## src/rtl/ibuff_queue_pkg.sv

```systemverilog
`default_nettype none
//============================================================================
// Module  : frontend_pkg
// Purpose : Shared frontend types and default sizing for the instruction
//           buffer (ibuff_queue) and anything that talks to it.
// Contents: IBQ_XLEN, IBQ_DEPTH, IBQ_BHR_W default constants;
//           ibq_entry_t queued entry record {instr, pc, bhr, exc}.
// Revision: 1.0 - initial release
//============================================================================
package frontend_pkg;

    localparam int IBQ_XLEN  = 32;
    localparam int IBQ_DEPTH = 8;
    localparam int IBQ_BHR_W = 10;

    // One buffered fetch result at the default configuration.
    typedef struct packed {
        logic [IBQ_XLEN-1:0]  instr;
        logic [IBQ_XLEN-1:0]  pc;
        logic [IBQ_BHR_W-1:0] bhr;
        logic                 exc;
    } ibq_entry_t;

endpackage : frontend_pkg
`default_nettype wire

```

## src/rtl/ibuff_queue_if.sv

```systemverilog
`default_nettype none
//============================================================================
// Module  : ibuff_queue_if
// Purpose : Bundles the fetch-side enqueue port, decode-side dequeue port,
//           flush and status signals of the instruction buffer.
// Modports: master - fetch/decode environment (drives enq_*, deq_ready,
//                    flush; observes enq_ready, deq_*, count, stall_out)
//           slave  - the queue itself
// Revision: 1.0 - initial release
//============================================================================
interface ibuff_queue_if
    import frontend_pkg::*;
#(
    parameter int XLEN  = IBQ_XLEN,
    parameter int DEPTH = IBQ_DEPTH,
    parameter int BHR_W = IBQ_BHR_W
);
    localparam int PTR_W = $clog2(DEPTH);

    logic             flush;
    logic             enq_valid;
    logic             enq_ready;
    logic [XLEN-1:0]  enq_instr;
    logic [XLEN-1:0]  enq_pc;
    logic [BHR_W-1:0] enq_bhr;
    logic             enq_exc;
    logic             deq_valid;
    logic             deq_ready;
    logic [XLEN-1:0]  deq_instr;
    logic [XLEN-1:0]  deq_pc;
    logic [BHR_W-1:0] deq_bhr;
    logic             deq_exc;
    logic [PTR_W:0]   count;
    logic             stall_out;

    modport master (
        output flush, enq_valid, enq_instr, enq_pc, enq_bhr, enq_exc, deq_ready,
        input  enq_ready, deq_valid, deq_instr, deq_pc, deq_bhr, deq_exc,
               count, stall_out
    );

    modport slave (
        input  flush, enq_valid, enq_instr, enq_pc, enq_bhr, enq_exc, deq_ready,
        output enq_ready, deq_valid, deq_instr, deq_pc, deq_bhr, deq_exc,
               count, stall_out
    );

endinterface : ibuff_queue_if
`default_nettype wire

```

## src/rtl/ibuff_queue_ptr_ctrl.sv

```systemverilog
`default_nettype none
//============================================================================
// Module  : ibq_ptr_ctrl
// Purpose : Read/write pointer control for the instruction buffer. Pointers
//           carry one extra wrap bit so full and empty are distinguishable.
//           Flush returns both pointers to zero ahead of any enq/deq.
// Ports   : clk, rst (async, active-high), flush, enq_fire, deq_fire
//           rd_idx, wr_idx - storage indices
//           full, empty, count - occupancy status (registered-state only)
// Revision: 1.0 - initial release
//============================================================================
module ibq_ptr_ctrl #(
    parameter  int DEPTH = 8,
    localparam int PTR_W = $clog2(DEPTH)
) (
    input  wire logic             clk,
    input  wire logic             rst,
    input  wire logic             flush,
    input  wire logic             enq_fire,
    input  wire logic             deq_fire,
    output logic      [PTR_W-1:0] rd_idx,
    output logic      [PTR_W-1:0] wr_idx,
    output logic                  full,
    output logic                  empty,
    output logic      [PTR_W:0]   count
);

    // Wrap-bit arithmetic relies on the index field rolling over exactly at DEPTH.
    if ((DEPTH < 2) || ((DEPTH & (DEPTH - 1)) != 0)) begin : g_bad_depth
        $error("ibq_ptr_ctrl: DEPTH must be a power of two and at least 2");
    end

    localparam logic [PTR_W:0] c_PTR_ONE = {{PTR_W{1'b0}}, 1'b1};

    logic [PTR_W:0] rd_ptr_q, rd_ptr_d;
    logic [PTR_W:0] wr_ptr_q, wr_ptr_d;

    always_comb begin
        rd_ptr_d = rd_ptr_q;
        wr_ptr_d = wr_ptr_q;
        if (flush) begin
            rd_ptr_d = '0;
            wr_ptr_d = '0;
        end else begin
            if (enq_fire) wr_ptr_d = wr_ptr_q + c_PTR_ONE;
            if (deq_fire) rd_ptr_d = rd_ptr_q + c_PTR_ONE;
        end
    end

    always_ff @(posedge clk or posedge rst) begin
        if (rst) begin
            rd_ptr_q <= '0;
            wr_ptr_q <= '0;
        end else begin
            rd_ptr_q <= rd_ptr_d;
            wr_ptr_q <= wr_ptr_d;
        end
    end

    assign rd_idx = rd_ptr_q[PTR_W-1:0];
    assign wr_idx = wr_ptr_q[PTR_W-1:0];
    assign empty  = (rd_ptr_q == wr_ptr_q);
    assign full   = (rd_ptr_q[PTR_W-1:0] == wr_ptr_q[PTR_W-1:0]) &&
                    (rd_ptr_q[PTR_W] != wr_ptr_q[PTR_W]);
    // Modulo 2^(PTR_W+1) subtraction gives occupancy across the wrap.
    assign count  = wr_ptr_q - rd_ptr_q;

endmodule : ibq_ptr_ctrl
`default_nettype wire

```

## src/rtl/ibuff_queue.sv

```systemverilog
`default_nettype none
//============================================================================
// Module  : ibuff_queue
// Purpose : Instruction buffer between fetch stage 2 and decode (d1).
//           Holds {instr, pc, bhr, exc} entries in order, presents the head
//           with valid/ready, backpressures fetch when full, and empties on
//           any resteer flush.
// Ports   : clk, rst (async, active-high)
//           bus (ibuff_queue_if.slave): flush, enq_* (fetch side),
//           deq_* (decode side), count, stall_out
// Options : IBUFF_QUEUE_BYPASS_EN - when defined, an entry offered to an
//           empty queue while decode is ready passes straight through to
//           deq_* in the same cycle without being stored.
// Revision: 1.0 - initial release
//============================================================================
module ibuff_queue
    import frontend_pkg::*;
#(
    parameter int XLEN  = IBQ_XLEN,
    parameter int DEPTH = IBQ_DEPTH,
    parameter int BHR_W = IBQ_BHR_W
) (
    input  wire logic  clk,
    input  wire logic  rst,
    ibuff_queue_if.slave bus
);

    localparam int PTR_W = $clog2(DEPTH);

    typedef struct packed {
        logic [XLEN-1:0]  instr;
        logic [XLEN-1:0]  pc;
        logic [BHR_W-1:0] bhr;
        logic             exc;
    } entry_t;

    entry_t           mem_q [DEPTH];
    entry_t           mem_d [DEPTH];
    entry_t           w_enq_entry;
    entry_t           w_head;

    logic [PTR_W-1:0] w_rd_idx;
    logic [PTR_W-1:0] w_wr_idx;
    logic             w_full;
    logic             w_empty;
    logic [PTR_W:0]   w_count;
    logic             w_bypass;
    logic             w_enq_fire;
    logic             w_deq_fire;

`ifdef IBUFF_QUEUE_BYPASS_EN
    // Empty queue with a ready consumer: hand the entry over directly.
    assign w_bypass = w_empty & bus.enq_valid & bus.deq_ready & ~bus.flush;
`else
    assign w_bypass = 1'b0;
`endif

    // A bypassed entry is consumed by decode, so it is never written.
    assign w_enq_fire = bus.enq_valid & ~w_full & ~bus.flush & ~w_bypass;
    assign w_deq_fire = ~w_empty & bus.deq_ready & ~bus.flush;

    ibq_ptr_ctrl #(
        .DEPTH    (DEPTH)
    ) u_ptr_ctrl (
        .clk      (clk),
        .rst      (rst),
        .flush    (bus.flush),
        .enq_fire (w_enq_fire),
        .deq_fire (w_deq_fire),
        .rd_idx   (w_rd_idx),
        .wr_idx   (w_wr_idx),
        .full     (w_full),
        .empty    (w_empty),
        .count    (w_count)
    );

    assign w_enq_entry = '{instr: bus.enq_instr, pc: bus.enq_pc,
                           bhr: bus.enq_bhr, exc: bus.enq_exc};

    always_comb begin
        mem_d = mem_q;
        if (w_enq_fire) mem_d[w_wr_idx] = w_enq_entry;
    end

    // Storage is cleared on reset so the head reads back as zero.
    always_ff @(posedge clk or posedge rst) begin
        if (rst) begin
            for (int i = 0; i < DEPTH; i++) mem_q[i] <= '0;
        end else begin
            mem_q <= mem_d;
        end
    end

    assign w_head = w_bypass ? w_enq_entry : mem_q[w_rd_idx];

    assign bus.deq_valid = ~w_empty | w_bypass;
    assign bus.deq_instr = w_head.instr;
    assign bus.deq_pc    = w_head.pc;
    assign bus.deq_bhr   = w_head.bhr;
    assign bus.deq_exc   = w_head.exc;
    assign bus.enq_ready = ~w_full;
    assign bus.stall_out = w_full;
    assign bus.count     = w_count;

endmodule : ibuff_queue
`default_nettype wire

```

## src/flat_wrapper.sv

```systemverilog
// flat-port wrapper written by rule: the top's interface ports become plain ports
module ibuff_queue_flat import frontend_pkg::*;
#(
    parameter int XLEN  = IBQ_XLEN,
    parameter int DEPTH = IBQ_DEPTH,
    parameter int BHR_W = IBQ_BHR_W
)
  (clk, rst, bus_flush, bus_enq_valid, bus_enq_instr, bus_enq_pc, bus_enq_bhr, bus_enq_exc, bus_deq_ready, bus_enq_ready, bus_deq_valid, bus_deq_instr, bus_deq_pc, bus_deq_bhr, bus_deq_exc, bus_count, bus_stall_out);
  ibuff_queue_if #(.XLEN(XLEN), .DEPTH(DEPTH), .BHR_W(BHR_W)) bus_i ();
  input  wire logic clk;
  input  wire logic rst;
  input wire logic [$bits(bus_i.flush)-1:0] bus_flush;
  input wire logic [$bits(bus_i.enq_valid)-1:0] bus_enq_valid;
  input wire logic [$bits(bus_i.enq_instr)-1:0] bus_enq_instr;
  input wire logic [$bits(bus_i.enq_pc)-1:0] bus_enq_pc;
  input wire logic [$bits(bus_i.enq_bhr)-1:0] bus_enq_bhr;
  input wire logic [$bits(bus_i.enq_exc)-1:0] bus_enq_exc;
  input wire logic [$bits(bus_i.deq_ready)-1:0] bus_deq_ready;
  output wire logic [$bits(bus_i.enq_ready)-1:0] bus_enq_ready;
  output wire logic [$bits(bus_i.deq_valid)-1:0] bus_deq_valid;
  output wire logic [$bits(bus_i.deq_instr)-1:0] bus_deq_instr;
  output wire logic [$bits(bus_i.deq_pc)-1:0] bus_deq_pc;
  output wire logic [$bits(bus_i.deq_bhr)-1:0] bus_deq_bhr;
  output wire logic [$bits(bus_i.deq_exc)-1:0] bus_deq_exc;
  output wire logic [$bits(bus_i.count)-1:0] bus_count;
  output wire logic [$bits(bus_i.stall_out)-1:0] bus_stall_out;
  assign bus_i.flush = bus_flush;
  assign bus_i.enq_valid = bus_enq_valid;
  assign bus_i.enq_instr = bus_enq_instr;
  assign bus_i.enq_pc = bus_enq_pc;
  assign bus_i.enq_bhr = bus_enq_bhr;
  assign bus_i.enq_exc = bus_enq_exc;
  assign bus_i.deq_ready = bus_deq_ready;
  assign bus_enq_ready = bus_i.enq_ready;
  assign bus_deq_valid = bus_i.deq_valid;
  assign bus_deq_instr = bus_i.deq_instr;
  assign bus_deq_pc = bus_i.deq_pc;
  assign bus_deq_bhr = bus_i.deq_bhr;
  assign bus_deq_exc = bus_i.deq_exc;
  assign bus_count = bus_i.count;
  assign bus_stall_out = bus_i.stall_out;
  ibuff_queue #(.XLEN(XLEN), .DEPTH(DEPTH), .BHR_W(BHR_W)) u_core (.clk(clk), .rst(rst), .bus(bus_i));
endmodule
```

## config.mk

```make
export PLATFORM = sky130hd
export DESIGN_NAME = ibuff_queue_flat
export DESIGN_NICKNAME = d
export VERILOG_FILES = /design/src/rtl/ibuff_queue_pkg.sv /design/src/rtl/ibuff_queue_if.sv /design/src/rtl/ibuff_queue_ptr_ctrl.sv /design/src/rtl/ibuff_queue.sv /design/src/flat_wrapper.sv
export SDC_FILE = /design/constraint.sdc
export NUM_CORES = 1
export LEC_CHECK = 0
export CORE_MARGIN = 1
export CORE_UTILIZATION = 40
export DETAILED_ROUTE_END_ITERATION = 16
export PLACE_DENSITY_LB_ADDON = 0.3
export REMOVE_ABC_BUFFERS = 1
export SYNTH_ARGS = -nofsm -noshare
export SYNTH_HDL_FRONTEND = slang
export SYNTH_HIERARCHICAL = 1
export SYNTH_SLANG_ARGS = --single-unit
```

## constraint.sdc

```tcl
create_clock -name clk -period 22.4 [get_ports clk]
set_input_delay 3.36 -clock clk [delete_from_list [all_inputs] [get_ports clk]]
set_output_delay 3.36 -clock clk [all_outputs]
set_load 0.01 [all_outputs]
```

==> qor.yml, run 1 <==
status: "finished clean"
dp.final_hpwl_mm: 32.20
r2r-start: "u_core/u_ptr_ctrl/rd_ptr_q[0]$_DFFE_PP0P_"
p_leak_nw: 14.51
yosysMostFrequentCell: "dfrtp_1"
ys_seq_elements: 608
layout-drive-gt1-share: 0.5271
switching_power_uw: 666.3
drt-total-wl_mm: 61.07
vias_per_cell: 5.425
initial_core_util: 0.4039
numCtsBuffers: 68
finalSetupTns_ns: 0
grt_usage: 0.1795
cts_htree_levels: 3
syn_area_sq_mm: 0.02766
period_share: 0.3493
busiest_layer: "met2"
first_pass_iters: 4
dieHeight_um: 264.9
synth_edf_count: 0
ant_nets: 0
worstSetupPathType: "register to primary output"
yosys.area.top_type: "dfrtp_1"
synth_top_area_frac: 0.5501
rows: 96
fp.dieArea_sq_mm: 0.07020
drt_iter0_drc: 673
pwr-share-clk: 0.403
ctsRootBufferMaster: "clkbuf_16"
ctsResizeCount: 0
grt_pass1_vias: 16100
numPortBuffers: 161
clkTransAtPathRegs_ns: 0.06
antenna_found_initial: 7
boundaryPins: 162
grt_overflow_total: 0
r2r_cells: 8
drv_cap: 0
drv_slew: 0
cp.arrival_ns: 4.47
met1_usage: 0.2499
die_w_um: 264.9
ys_seq_area_frac: 0.5501
pwr_density_cell_mw_per_mm2: 88.57
clock_latency_ns: 0.61
crit_path_end_kind: "primary output"
netlist_instances: 1606
intPower_mw: 2.177
holdCritStartpoint: "u_core/mem_q[149]$_DFFE_PP0P_"
ctsHoldBuffers: 0
hold_class: "register to register"
cts_setup_buffers: 0
routedWlPerCell_um: 22.83
required_ns: 19.04
utilization: 0.4689
use_met2: 0.2847
cts_tree: "built"
nets: 1824
vias: 14510
synthTopCellsByCount: "608 x dfrtp_1, 606 x mux2_2, 150 x mux4_2, 50 x mux2_4, 48 x buf_6"
coreArea_sq_mm: 0.06847
path_max_fanout: 45
setup_violations: 0
cts.sinks: 608
holdPathEnd: "u_core/mem_q[149]$_DFFE_PP0P_"
rr_endpoint: "u_core/mem_q[321]$_DFFE_PP0P_"
rsz0062_at_grt: "false"
fillCellCount: 5809
synth_area_per_cell_sq_um: 17.22
cp-start-kind: "register"
skew_ns: 0.01526
yosys-top-cells-area: "dfrtp_1 55%, mux2_2 25%, mux4_2 12%"
grt_pass1_wl_mm: 97.28
ys.warnings.count: 6
hold_viol: 0
clk_path_buf_depth: 3
r2r_slack_ns: 17.30
whs_path_depth: 1
met3_usage: 0.03679
grt_max_degree: 185
switching_share: 0.2343
max_freq_ghz: 0.1278
ys_types: 30
gp_congestion: 0.7018
synth_flop_cell: "dfrtp_1"
drc: 0
pwr-share-seq: 0.448
post-route-min-period_ns: 7.825
max-vdd-ir-drop_mv: 0.04077
area_growth_pct: 16.08
max_slew_margin: 0.2666
synthArstFlopShare: 1.000
worstMarginPinSlew_ns: 1.100
hold_ws_ns: 0.4867
combPwrFrac: 0.149
-- cell type report --
cell class / count / area, sq um / share of cell area
Clock inverter: 25 / 324.1 / 0.01009
Multi-Input combinational cell: 875 / 11650 / 0.3629
Antenna cell: 2 / 5.005 / 0.0001559
Sequential cell: 608 / 15230 / 0.4743
Inverter: 10 / 45.04 / 0.001403
Timing Repair Buffer: 175 / 1742 / 0.05425
Clock buffer: 98 / 2008 / 0.06255
Tap cell: 882 / 1104 / 0.03438
-- routing by layer --
metal | up-vias | routed length [um]
met3 | 99 | 2596
met1 | 7920 | 28190
met4 | 12 | 1134
met2 | 203 | 29080
li1 | 6277 | -
met5 | - | 64
-- stage by stage --
step	worst slack (ns)	instances	total power, mW	area, sq um
floorplan	2.245	1493	1.557	26800
global placement	15.10	2550	1.705	29770
detailed placement	15.08	2550	1.722	29770
CTS	14.43	2673	2.888	32100
global route	14.28	2674	2.969	32100
finish	14.57	2675	2.843	32100
-- worst max-delay path, stage by stage, from the launching register on --
cell and delay, ns:
dfrtp_4 0.88, buf_4 0.68, buf_4 0.81, mux4_2 0.60, mux2_2 0.32, clkdlybuf4s50_1 0.49
-- logic make-up after synthesis --
kind of cell    share of synthesized area
fa+ha+maj                        0.002986
mux                                0.4045
flops                              0.5501
buf+inv                           0.03235
simple gates                     0.006741
xor+xnor                         0.003122
compound gates                  0.0001808
-- worst max-delay path by stage --
stage / endpoint / start / slack [ns]
after global placement: bus_deq_instr[14] / u_core/u_ptr_ctrl/rd_ptr_q[2]$_DFFE_PP0P_ / 15.10
final: bus_deq_instr[9] / u_core/u_ptr_ctrl/rd_ptr_q[2]$_DFFE_PP0P_ / 14.57
after global routing: bus_deq_pc[24] / u_core/u_ptr_ctrl/rd_ptr_q[2]$_DFFE_PP0P_ / 14.28
after CTS: bus_deq_pc[24] / u_core/u_ptr_ctrl/rd_ptr_q[2]$_DFFE_PP0P_ / 14.43
after detailed placement: bus_deq_instr[14] / u_core/u_ptr_ctrl/rd_ptr_q[2]$_DFFE_PP0P_ / 15.08
after floorplan: u_core/mem_q[0]$_DFFE_PP0P_ / rst / 2.25
-- power groups by stage --
stage | combinational, mW | sequential [mW] | clock (mW)
final | 0.423 | 1.27 | 1.15
after global routing | 0.457 | 1.29 | 1.22
after CTS | 0.431 | 1.27 | 1.18
after detailed placement | 0.429 | 1.29 | 0
after global placement | 0.419 | 1.29 | 0
after floorplan | 0.279 | 1.28 | 0
-- flip-flops by register name, indices dropped and copies added, names as in the netlist --
name,flops
u_core/mem_q,600
u_core/u_ptr_ctrl/wr_ptr_q,4
u_core/u_ptr_ctrl/rd_ptr_q,4
-- cell usage in the layout, fill, tap and decap left out, types with 3 or more instances in the layout --
cell type / instances
mux2_2: 606
clkinvlp_4: 6
nand2_8: 6
nand2_1: 3
nor2_1: 10
clkbuf_1: 14
bufinv_16: 6
mux2_1: 19
buf_4: 12
dfrtp_4: 3
clkbuf_8: 13
mux2_4: 50
xor2_1: 3
clkinv_2: 8
mux4_2: 150
clkdlybuf4s50_1: 161
ha_1: 5
inv_1: 9
clkbuf_16: 71
xnor2_1: 5
dfrtp_1: 605
No activity file was read; power rests on OpenSTA's default activity.
==> run 2, diff against run 1 <==
clock period = 6.7 ns   (was 22.4 ns; I/O delays follow)
==> run 2 against run 1 <==
  * Non-clock buffer count down 3
  * Flip-flop and latch count unchanged
  * Core utilization down 0.095 points
  * Largest cell class unchanged
  * Highest routed layer unchanged
==> qor.yml, run 2 (same netlist as run 1, synthesis figures left out) <==
status: "finished clean"
path_max_fanout: 118
area_growth_pct: 15.84
first_pass_iters: 4
fp.dieArea_sq_mm: 0.07020
die_w_um: 264.9
cts.sinks: 608
antenna_found_initial: 7
nets: 1820
drv_cap: 0
cts_setup_buffers: 0
worstSetupPathType: "register to primary output"
vias: 14450
layout-drive-gt1-share: 0.5238
setup_violations: 0
clock_latency_ns: 0.59
boundaryPins: 162
clkTransAtPathRegs_ns: 0.06
largest_registers: "u_core/mem_q x600, u_core/u_ptr_ctrl/rd_ptr_q x4, u_core/u_ptr_ctrl/wr_ptr_q x4"
ctsRootBufferMaster: "clkbuf_16"
cp-start-kind: "register"
layout_commonest_cell: "mux2_2"
ant_nets: 0
hold_class: "register to register"
seq_area_sq_mm: 0.01523
grt_max_degree: 169
drv_slew: 0
grt_usage: 0.1770
ctsHoldBuffers: 0
numPortBuffers: 161
vias_per_cell: 5.415
max_slew_margin: 0.3914
final-instance-count-excl-fill: 2668
hold_viol: 0
numCtsBuffers: 67
dieHeight_um: 264.9
post-route-min-period_ns: 4.714
routedWlPerCell_um: 22.48
gp_congestion: 0.7350
skew_ns: 0.01322
period_share: 0.7036
preCtsSetupSlack_ns: 2.419
coreArea_sq_mm: 0.06847
initial_core_util: 0.4039
max_freq_ghz: 0.2121
ctsResizeCount: 0
cts_htree_levels: 3
worstMarginPinSlew_ns: 0.9129
setup_ws_ns: 1.986
layout_common_cells: "606 x mux2_2, 605 x dfrtp_1, 161 x clkdlybuf4s50_1"
multi_input_area_sq_mm: 0.01165
dp.final_hpwl_mm: 31.66
drc: 0
rsz0062_at_grt: "false"
p_leak_nw: 14.49
drt_iter0_drc: 563
max-vdd-ir-drop_mv: 0.1504
drt-total-wl_mm: 59.97
rows: 96
design_area_sq_mm: 0.03204
cts_tree: "built"
finalSetupTns_ns: 0
dp_cells: 2547
crit_path_end_kind: "primary output"
cp.arrival_ns: 3.71
largest_reg_flops: 600
regMostFlops: "u_core/mem_q"
grt_pass1_vias: 16130
grt_overflow_total: 0
post_dp_cell_area_sq_mm: 0.02981
pwr_density_cell_mw_per_mm2: 292.3
clk_path_buf_depth: 3
grt_pass1_wl_mm: 95.97
required_ns: 5.69
fillCellCount: 5809
[run 2: where the power goes]
group / internal [mW] / switching (mW) / leakage, nW / total [mW]
Sequential: 4.06 / 0.193 / 8.12 / 4.26
Clock: 2.25 / 1.44 / 1.11 / 3.69
Combinational: 0.891 / 0.527 / 5.26 / 1.42
Total: 7.21 / 2.16 / 14.5 / 9.37
[run 2: worst paths after layout]
| path | start | endpoint | slack, ns | cells past startpoint |
|---|---|---|---|---|
| setup / recovery | u_core/u_ptr_ctrl/rd_ptr_q[0]$_DFFE_PP0P_ | bus_deq_instr[6] | 1.99 | 4 |
| hold / removal | u_core/mem_q[104]$_DFFE_PP0P_ | u_core/mem_q[104]$_DFFE_PP0P_ | 0.49 | 1 |
| setup reg to reg | u_core/u_ptr_ctrl/rd_ptr_q[2]$_DFFE_PP0P_ | u_core/mem_q[316]$_DFFE_PP0P_ | 2.45 | 8 |
| hold reg to reg | u_core/mem_q[104]$_DFFE_PP0P_ | u_core/mem_q[104]$_DFFE_PP0P_ | 0.49 | 1 |
| max in group asynchronous | rst | u_core/mem_q[376]$_DFFE_PP0P_ | 4.29 | 3 |
| min in group asynchronous | rst | u_core/u_ptr_ctrl/rd_ptr_q[3]$_DFFE_PP0P_ | 0.84 | 2 |
[run 2: final cells by class]
cell class	count	share of cell area
clock buffers	99	0.06217
diodes	1	0.00007811
repair buffers	172	0.05561
multi-input cells	875	0.3636
flip-flops and latches	608	0.4752
inverters	10	0.001406
clock inverters	21	0.007420
well taps	882	0.03445
[run 2: critical path: stages (launching register included)]
cell and delay [ns]:
dfrtp_4 0.89, buf_12 0.74, mux4_2 0.59, mux2_2 0.27
clkdlybuf4s50_1 0.52
[run 2: through the flow]
step	util	total power, mW	hold slack [ns]
after floorplan	-	5.206	0.4591
after global placement	0.4353	5.697	0.4683
after detailed placement	0.4353	5.759	0.4791
after CTS	0.4679	9.523	0.4915
after global routing	0.4679	9.797	0.5050
final	0.4679	9.366	0.4872
[run 2: metal layers]
layer | track usage | part of all wire | up-vias
met5 | 0 | 0.00098 | -
met4 | 0.05155 | 0.017 | 12
met3 | 0.03084 | 0.036 | 76
met2 | 0.2860 | 0.48 | 201
met1 | 0.2450 | 0.46 | 7892
li1 | - | - | 6266
